### src/rtl/seq_pkg.sv
// Shared definitions for the instruction sequencer: opcodes, FSM states and
// the opcode-class decode used to steer DECODE/EXEC transitions.
package seq_pkg;

    localparam logic [2:0] OP_ADD  = 3'b000;
    localparam logic [2:0] OP_SUB  = 3'b001;
    localparam logic [2:0] OP_AND  = 3'b010;
    localparam logic [2:0] OP_OR   = 3'b011;
    localparam logic [2:0] OP_XOR  = 3'b100;
    localparam logic [2:0] OP_CMP  = 3'b101;
    localparam logic [2:0] OP_LDI  = 3'b110;
    localparam logic [2:0] OP_HALT = 3'b111;

    typedef enum logic [2:0] {
        IDLE   = 3'd0,
        FETCH  = 3'd1,
        DECODE = 3'd2,
        EXEC   = 3'd3,
        WB     = 3'd4,
        NEXT   = 3'd5,
        HALT   = 3'd6
    } state_e;

    typedef struct packed {
        logic is_write;  // result goes to the register file
        logic uses_alu;  // must wait for alu_done in EXEC
    } op_class_t;

    // HALT is neither; it is intercepted in DECODE before the class matters.
    function automatic op_class_t op_class(input logic [2:0] op);
        op_class_t c;
        c.is_write = (op <= OP_XOR) || (op == OP_LDI);
        c.uses_alu = (op <= OP_CMP);
        return c;
    endfunction

endpackage

### src/rtl/seq_wait_timer.sv
// EXEC wait counter: cleared on load, counts while enabled, flags the last
// allowed cycle so the FSM can time out in the same cycle.
module seq_wait_timer #(
    parameter int TIMEOUT = 15
) (
    input  logic clock,
    input  logic reset_n,
    input  logic clr_i,
    input  logic en_i,
    output logic expired_o
);
    localparam int CW = $clog2(TIMEOUT + 1);

    logic [CW-1:0] cnt_q;

    assign expired_o = (cnt_q == CW'(TIMEOUT - 1));

    // Clear takes priority; stop counting at the last cycle so it never wraps.
    always_ff @(posedge clock or negedge reset_n) begin
        if (!reset_n)                 cnt_q <= '0;
        else if (clr_i)               cnt_q <= '0;
        else if (en_i && !expired_o)  cnt_q <= cnt_q + CW'(1);
    end

endmodule

### src/rtl/instr_sequencer.sv
// Fetch/decode/execute controller for the 8-bit accumulator core.
// Optional feature macro: SEQ_CMP_SKIP_EN (CMP equal skips next instruction).
module instr_sequencer
    import seq_pkg::*;
#(
    parameter int PC_W        = 8,
    parameter int ALU_TIMEOUT = 15
) (
    input  logic            clock,
    input  logic            reset_n,
    input  logic            start,
    input  logic [PC_W-1:0] pc_init,
    output logic            imem_req,
    output logic [PC_W-1:0] imem_addr,
    input  logic            imem_ack,
    input  logic [7:0]      imem_rdata,
    output logic [7:0]      instr_out,
    output logic            dec_ena,
    input  logic            alu_done,
    input  logic            alu_cmp_eq,
    output logic            wb_strobe,
    output logic [PC_W-1:0] pc,
    output logic            busy,
    output logic            halted,
    output logic            timeout_err
);

    state_e          state_q, state_d;
    logic [PC_W-1:0] pc_q, pc_d;
    logic [7:0]      instr_q, instr_d;
    logic            terr_q, terr_d;
    logic            skip_q, skip_d;
    logic            tmr_clr, tmr_exp;
    op_class_t       cls;

    assign cls = op_class(instr_q[7:5]);

    seq_wait_timer #(.TIMEOUT(ALU_TIMEOUT)) u_timer (
        .clock    (clock),
        .reset_n  (reset_n),
        .clr_i    (tmr_clr),
        .en_i     (state_q == EXEC),
        .expired_o(tmr_exp)
    );

`ifdef SEQ_CMP_SKIP_EN
    logic cmp_eq_hit;
    assign cmp_eq_hit = alu_cmp_eq;
`else
    // Equal flag has no effect without the skip feature.
    logic cmp_eq_hit;
    logic unused_cmp_eq;
    assign cmp_eq_hit    = 1'b0;
    assign unused_cmp_eq = alu_cmp_eq;
`endif

    // Outputs are pure state decodes so reset clears them immediately.
    assign imem_req    = (state_q == FETCH);
    assign imem_addr   = pc_q;
    assign instr_out   = instr_q;
    assign dec_ena     = (state_q == DECODE);
    assign wb_strobe   = (state_q == WB);
    assign pc          = pc_q;
    assign busy        = (state_q != IDLE) && (state_q != HALT);
    assign halted      = (state_q == HALT);
    assign timeout_err = terr_q;

    // State and datapath registers.
    always_ff @(posedge clock or negedge reset_n) begin
        if (!reset_n) begin
            state_q <= IDLE;
            pc_q    <= '0;
            instr_q <= '0;
            terr_q  <= 1'b0;
            skip_q  <= 1'b0;
        end else begin
            state_q <= state_d;
            pc_q    <= pc_d;
            instr_q <= instr_d;
            terr_q  <= terr_d;
            skip_q  <= skip_d;
        end
    end

    // Next-state and datapath updates.
    always_comb begin
        state_d = state_q;
        pc_d    = pc_q;
        instr_d = instr_q;
        terr_d  = terr_q;
        skip_d  = skip_q;
        tmr_clr = 1'b0;
        case (state_q)
            IDLE, HALT: begin
                if (start) begin
                    state_d = FETCH;
                    pc_d    = pc_init;
                    terr_d  = 1'b0;
                end
            end
            FETCH: begin
                if (imem_ack) begin
                    instr_d = imem_rdata;
                    state_d = DECODE;
                end
            end
            DECODE: begin
                if (instr_q[7:5] == OP_HALT) begin
                    state_d = HALT;
                end else if (!cls.uses_alu) begin
                    state_d = WB;
                end else begin
                    state_d = EXEC;
                    tmr_clr = 1'b1;
                end
            end
            EXEC: begin
                if (alu_done) begin
                    state_d = cls.is_write ? WB : NEXT;
                    skip_d  = !cls.is_write && cmp_eq_hit;
                end else if (tmr_exp) begin
                    terr_d  = 1'b1;
                    state_d = HALT;
                end
            end
            WB: state_d = NEXT;
            NEXT: begin
                pc_d    = pc_q + (skip_q ? PC_W'(2) : PC_W'(1));
                skip_d  = 1'b0;
                state_d = FETCH;
            end
            default: state_d = IDLE;
        endcase
    end

endmodule

### config.mk
export PLATFORM = sky130hd
export DESIGN_NAME = instr_sequencer
export DESIGN_NICKNAME = d
export VERILOG_FILES = /design/src/rtl/seq_pkg.sv /design/src/rtl/seq_wait_timer.sv /design/src/rtl/instr_sequencer.sv
export SDC_FILE = /design/constraint.sdc
export NUM_CORES = 1
export LEC_CHECK = 0
export CAP_MARGIN = 0
export CORE_MARGIN = 2
export CORE_UTILIZATION = 30
export CTS_CLUSTER_DIAMETER = 40
export CTS_CLUSTER_SIZE = 12
export DETAILED_ROUTE_END_ITERATION = 7
export PLACE_DENSITY = 0.63
export SLEW_MARGIN = 20
export SYNTH_ARGS = -nofsm -noshare
export SYNTH_HDL_FRONTEND = slang
export SYNTH_SLANG_ARGS = --single-unit
### constraint.sdc
create_clock -name clock -period 1.42 [get_ports clock]
set_input_delay 0.284 -clock clock [delete_from_list [all_inputs] [get_ports clock]]
set_output_delay 0.284 -clock clock [all_outputs]
set_load 0.01 [all_outputs]
==> results of run 1 <==
## placed cells by master, fill, tap and decap left out, drive strengths merged, types with 2 or more instances in the layout
cell type and n:
nand2 10, clkbuf 4, nand3 4, a311o 2
nand3b 2, dlygate4sd2 25, o21ai 4, nor3 6
mux2 8, and3 4, a31oi 3, ha 3
a211oi 4, inv 4, clkdlybuf4s50 20, nor2 16
xnor2 2, o22ai 2, nand4 4, nand2b 4
a21oi 6, buf 53, dfrtp 24, mux2i 2
## path summary, 6_finish.rpt
check                                     to  slack (ns)
worst max-delay path            imem_addr[5]       -0.13
worst min-delay path            imem_addr[3]        0.37
worst max register to register  imem_addr[5]       -0.13
worst min register to register  instr_out[3]        0.51
max in group asynchronous         state_q[2]        0.78
min in group clock              instr_out[3]        0.51
## what timing repair did
item / in CTS / in global routing
pin swaps: 13 / 14
endpoints found under the hold margin: 0 / 0
gates resized for setup: 76 / 31
buffers inserted: 18 / 4
setup endpoints to repair: 47 / 29
## per-layer routing
metal	track usage	routed length [um]	share of wire
met1	0.181	1660	0.40
met2	0.291	2180	0.53
met3	0.0319	215	0.052
met4	0.0440	51	0.012
met5	0	0	0
## stage by stage
step	setup slack, ns	power [uW]	hold WS (ns)	utilization	cell area (um2)
2_1_floorplan	0.0578	2770	-0.0116	-	1400
3_3_place_gp	-0.225	4000	0.489	0.467	2060
3_5_place_dp	-0.250	4050	0.497	0.467	2060
4_1_cts	-0.0994	4830	0.382	0.524	2310
5_1_grt	-0.181	5580	0.398	0.560	2470
6_report	-0.130	5220	0.366	0.560	2470
## registers in the layout, indices dropped and copies added (netlist names)
register,count
u_timer.cnt_q,4
timeout_err,1
imem_addr,8
instr_out,8
state_q,3
## power groups by stage
stage / sequential (uW) / clock [uW] / combinational [uW]
6_report: 1270 / 483 / 3470
5_1_grt: 1320 / 525 / 3740
4_1_cts: 1270 / 497 / 3060
3_5_place_dp: 1360 / 0 / 2690
3_3_place_gp: 1340 / 0 / 2660
2_1_floorplan: 1420 / 0 / 1350
## final cells by class
type / count / area share
Inverter: 4 / 0.00607
Multi-Input combinational cell: 101 / 0.343
Timing Repair Buffer: 98 / 0.356
Clock buffer: 4 / 0.0223
Tap cell: 52 / 0.0263
Sequential cell: 24 / 0.246
## critical path, stage by stage, from the launching register on
cell and delay, ns:
dfrtp_2 0.45, buf_6 0.13, buf_6 0.11, buf_6 0.11
nand4b_1 0.24, nor2_2 0.17, nor3_1 0.08, a211oi_2 0.18
## cell usage after synthesis (4+ instances only)
master   instances
nor2_1          15
nand2_1         10
dfrtp_1         24
nor3_1           6
nand4_1          4
mux2_2           8
buf_4            9
and3_1           4
nand3_1          4
a21oi_1          6
## cells by family after synthesis
| logic type | after synthesis | share of synthesized area |
|---|---|---|
| and+or+nand+nor | 58 | 0.218 |
| AOI/OAI and AO/OA | 27 | 0.134 |
| DFF | 24 | 0.429 |
| buffers and inverters | 18 | 0.0902 |
| muxes | 10 | 0.0786 |
| xor gates and xnor gates | 3 | 0.0241 |
| adders and majority gates | 3 | 0.0268 |
==> results.md, run 1 <==
- Ys flop type: dfrtp_1
- Clk_skew: between 0.01 and 0.015 ns
- Layout fillers: between 300 and 400
- Initial Util: 0.317
- Setup TNS: -1.93 ns
- Sequential cell area fraction in the yosys report: 0.429
- Width of the die: 72.3 um
- Final Hold Viols: 0
- Final nets: 257
- Cell Rows: 24
- Pwr/cell area: 2110 nW/um2
- Combinational share of power: 0.664
- Type of the tightest min-delay check: in2async
- Worst r2r src: state_q[1]
- Io pins: 52
- Core Area: ~4400 um2
- Yosys top cell area share: 0.429
- Sw Share: 0.384
- Die ar.: 5230 um2
- DRT antenna net count: 0
- Worst EP arrival: 1.74 ns
- Detail-routed net length per standard cell: approximately 14 um
- Final Cycle Share: 1.09
- HPWL after DPL: 2640 um
- Final setup fails: 27
- Clock-pin slew on the worst setup and hold paths: 0.10 ns
- Max_cap viols: 0
- WL final: slightly above 4000 um
- R2R cell count: 7
- P_int: 3210 uW
- Ys async rst share: 1.00
- Clk Latency, worst-skew pair: 0.28 ns
- CP startpoint kind: flip-flop
- Hold buffer count at cts: 0
- Syn Inst Count: approximately 140
- VDD IR-drop max: 0.961 mV
- Clock Tree Root: clkbuf_8
- DR pass1 iterations: 4
- Critical path type: reg2reg
- Pins Over Slew Limit: 0
- Clock sink total: 24
- Largest net degree at the start of global routing: 25
- Fmax: 0.645 GHz
- Placed Instances: roughly 260
- Vias in the first global route: 1424
- CP Capture Type: flip-flop
- Seq pwr share: 0.243
- Fin cells: between 200 and 300
- Syn avg cell area: 9.80 um2
- # port buffers: 50
- Total global-route track usage: 0.157
- Placer Congestion: around 0.85
- Drt initial violations: 27
- Pleak: around 0.0011 uW
- CP Data Required Time: approximately 1.6 ns
- Initial antenna violation count: 0
- Clk buf depth: 2
- Syn nets: 168
- TritonCTS clock tree: yes
- DRC violations left: 0
- Area grow syn2layout: 76.4%
- Setup crit start: state_q[1]
- First-pass GRT wire length: ~6500 um
- Gr ovfl total: 0
- Tmin final: 1.55 ns
- Ant. Diodes: 0
- Layout cells sized above 1: 0.446
- Clk pwr share: 0.093
- Slew headroom: 0.774
- Ranking of synthesized cells by area: dfrtp_1 43%, mux2_2 6.4%, buf_4 4.8%
- Mapped cell area: ~1400 um2
- Yosys cell types: 44
- CTS buffer count: 3
- Multi-input gate area: 848 um2
- Final worst setup slack: -0.130 ns
- Routed vias: around 1.4k
- Htree depth: 1
- Worst-path maximum fanout: 4
- Sequential cell area: 608 um2
- Status: complete, but fails checks
- Unrepaired setup endpoints after global routing: yes
- Cell taking the most area after synthesis: dfrtp_1
- Via density: 5.03
- Die height: 72.3 um
- Worst-Margin Slew: roughly 0.34 ns
- Ys Warns: 0
- Failing checks: setup timing
- Post-synth EDFFs: 0
- Switching power: 2000 uW
- Number of synthesized register bits: 24
Note: power is estimated with default switching activity, not from simulation.
==> run 2: changes to the inputs <==
RECOVER_POWER = 50   (was default)
==> run 2 against run 1 <==
  * Sequential cell count is the same
  * Core utilization down 0.057 points
  * Sequential power hardly changed
  * The flow still finishes with violations (setup timing)
  * Clock power about the same
  * Critical path type unchanged
==> results.md, run 2 (synthesis results as in run 1) <==
- Status: complete, but fails checks
- Failing checks: setup timing
- CP startpoint kind: flip-flop
- Drt initial violations: 27 (unchanged)
- Worst-Margin Slew: 0.618 ns (+0.281 ns)
- Final worst setup slack: -0.130 ns (unchanged)
- Switching power: 2000 uW (about the same)
- Die height: 72.3 um (unchanged)
- Max_cap viols: 0 (unchanged)
- Hold WS: 0.513 ns (+0.147 ns)
- Unrepaired setup endpoints after global routing: yes
- Seq pwr share: 0.243 (about the same)
- Clock sink total: 24 (unchanged)
- Cell Rows: 24 (unchanged)
- Htree depth: 1 (unchanged)
- Critical-path top delay cell: dfrtp_2
- Slew headroom: 0.588 (-0.186)
- Initial Util: 0.317 (unchanged)
- Core Util, Final: 0.560 (-0.000567)
- Worst path cell trace: buf_6 > buf_6 > buf_6 > nand4b_1 > nor2_2 > nor3_1 > a211oi_2
- Final Cycle Share: 1.09 (unchanged)
- Width of the die: 72.3 um (unchanged)
- Fin cells: 283 (unchanged)
- HPWL after DPL: 2640 um (unchanged)
- Hold Crit Start: instr_out[3]
- Worst hold endpoint: instr_out[3]
- Via density: 5.03 (unchanged)
- Clk_skew: 0.0123 ns (unchanged)
- Total global-route track usage: 0.157 (unchanged)
- Worst r2r src: state_q[1]
- Io pins: 52 (unchanged)
- First-pass GRT wire length: 6530 um (unchanged)
- DR pass1 iterations: 4 (unchanged)
- Die ar.: 5230 um2 (unchanged)
- Detail-routed net length per standard cell: 14.5 um (about the same)
- Final setup fails: 27 (unchanged)
- Clock Tree Root: clkbuf_8
- P_int: 3210 uW (about the same)
- CP peak stage delay: 0.45 ns (about the same)
- Pleak: 0.00110 uW (about the same)
- Clk Latency, worst-skew pair: 0.28 ns (about the same)
- Hold buffer count at cts: 0 (unchanged)
- Area grow syn2layout: 76.3%
- Ant. Diodes: 0 (unchanged)
- Type of the tightest min-delay check: reg2reg
- Worst-path maximum fanout: 4 (unchanged)
- WL final: 4100 um (about the same)
- Reg-to-reg endpoint: imem_addr[5]
- DRC violations left: 0 (unchanged)
- Worst Path Buf+Inv: 3 (unchanged)
- R2R cell count: 7 (unchanged)
- R2R setup slack: -0.13 ns (about the same)
- Worst EP arrival: 1.74 ns (about the same)
- Tmin final: 1.55 ns (unchanged)
- CP most frequent cell: buf_6
- TritonCTS clock tree: yes
- Initial antenna violation count: 0 (unchanged)
- Commonest cells after routing, fill and taps aside: 29 x buf_4, 25 x dlygate4sd2_1, 19 x clkdlybuf4s50_1, 18 x dfrtp_1, 17 x buf_6
- Pins Over Slew Limit: 0 (unchanged)
- Clk pwr share: 0.093 (about the same)
- Combinational share of power: 0.664 (about the same)
- CTS buffer count: 3 (unchanged)
- Most common cell after layout, fill and taps aside: buf_4
- Sw Share: 0.384 (about the same)
- Gr ovfl total: 0 (unchanged)
- Setup crit start: state_q[1]
- Fmax: 0.645 GHz (unchanged)
- Layout cells sized above 1: 0.446 (unchanged)
- Delay-heaviest family, CP: simple AND/OR/NAND/NOR gates
- Final Hold Viols: 0 (unchanged)
- Vias in the first global route: 1424 (unchanged)
- Pwr/cell area: 2110 nW/um2 (about the same)
- Placer Congestion: 0.852 (unchanged)
- Clk buf depth: 2 (unchanged)
- DRT antenna net count: 0 (unchanged)
- Final nets: 257 (unchanged)
- Placed Instances: 257 (unchanged)
- Layout fillers: 394 (-0.25%)
- VDD IR-drop max: 0.961 mV (about the same)
- Clock-pin slew on the worst setup and hold paths: 0.10 ns (about the same)
- WHS Path Cells: 1
- CP Data Required Time: 1.61 ns (about the same)
- Critical path type: reg2reg
- Core Area: 4410 um2 (unchanged)
- Largest net degree at the start of global routing: 25 (unchanged)
- CP Capture Type: flip-flop
- Routed vias: 1424 (unchanged)
- # port buffers: 50 (unchanged)
-- run 2: changes by cell type in the layout (fill, tap and decap cells not counted), sizes merged --
cell / change
buf: -1
clkbuf: +1
clkdlybuf4s50: -1
dlygate4sd3: +1
-- run 2: worst reg2reg max path: stages, from the launching register on --
cell	delay, ns
dfrtp_2	0.45
buf_6	0.13
buf_6	0.11
buf_6	0.11
nand4b_1	0.24
nor2_2	0.17
nor3_1	0.08
a211oi_2	0.18
-- run 2: cell type report --
class,instances,area (um2),share of cell area
repair buffers,98,878,0.356
multi-input cells,101,848,0.343
flip-flops and latches,24,608,0.246
well taps,52,65.1,0.0263
clock buffers,4,55.1,0.0223
inverters,4,15.0,0.00608
-- run 2: worst max-delay path by stage --
stage,cells after the start,slack [ns],to
global route,7,-0.18,imem_addr[5]
CTS,8,-0.1,imem_addr[3]
floorplan,6,0.06,state_q[0]
finish,7,-0.13,imem_addr[5]
global placement,7,-0.22,imem_addr[3]
detailed placement,7,-0.25,imem_addr[3]
-- run 2: metrics by stage --
stage | setup WS (ns) | TNS (ns) | total power, uW | cell area, um2
2_1_floorplan | 0.0578 | 0 | 2770 | 1400
3_3_place_gp | -0.225 | -3.20 | 4000 | 2060
3_5_place_dp | -0.250 | -3.61 | 4050 | 2060
4_1_cts | -0.0994 | -1.87 | 4830 | 2310
5_1_grt | -0.181 | -3.28 | 5580 | 2470
6_report | -0.130 | -1.93 | 5220 | 2470
-- run 2: timing repair --
item	in CTS	in global routing
setup buffers	18	4
cloned	0	0
gates resized for setup	76	31
pin swaps	13	14
setup endpoints to repair	47	29
-- run 2: power by group through the flow --
stage	Clock, uW	Combinational, uW	Sequential (uW)
final	483	3460	1270
after global placement	0	2660	1340
after global routing	525	3740	1320
after floorplan	0	1350	1420
after detailed placement	0	2690	1360
after CTS	497	3060	1270
-- run 2: metal layers --
metal  global-route usage  vias to the layer above  routed length [um]
met1                0.181                      686                1660
li1                     -                      687                   -
met3               0.0319                        6                 214
met2                0.291                       45                2180
met4               0.0440                        0                  51
met5                    0                        -                   0
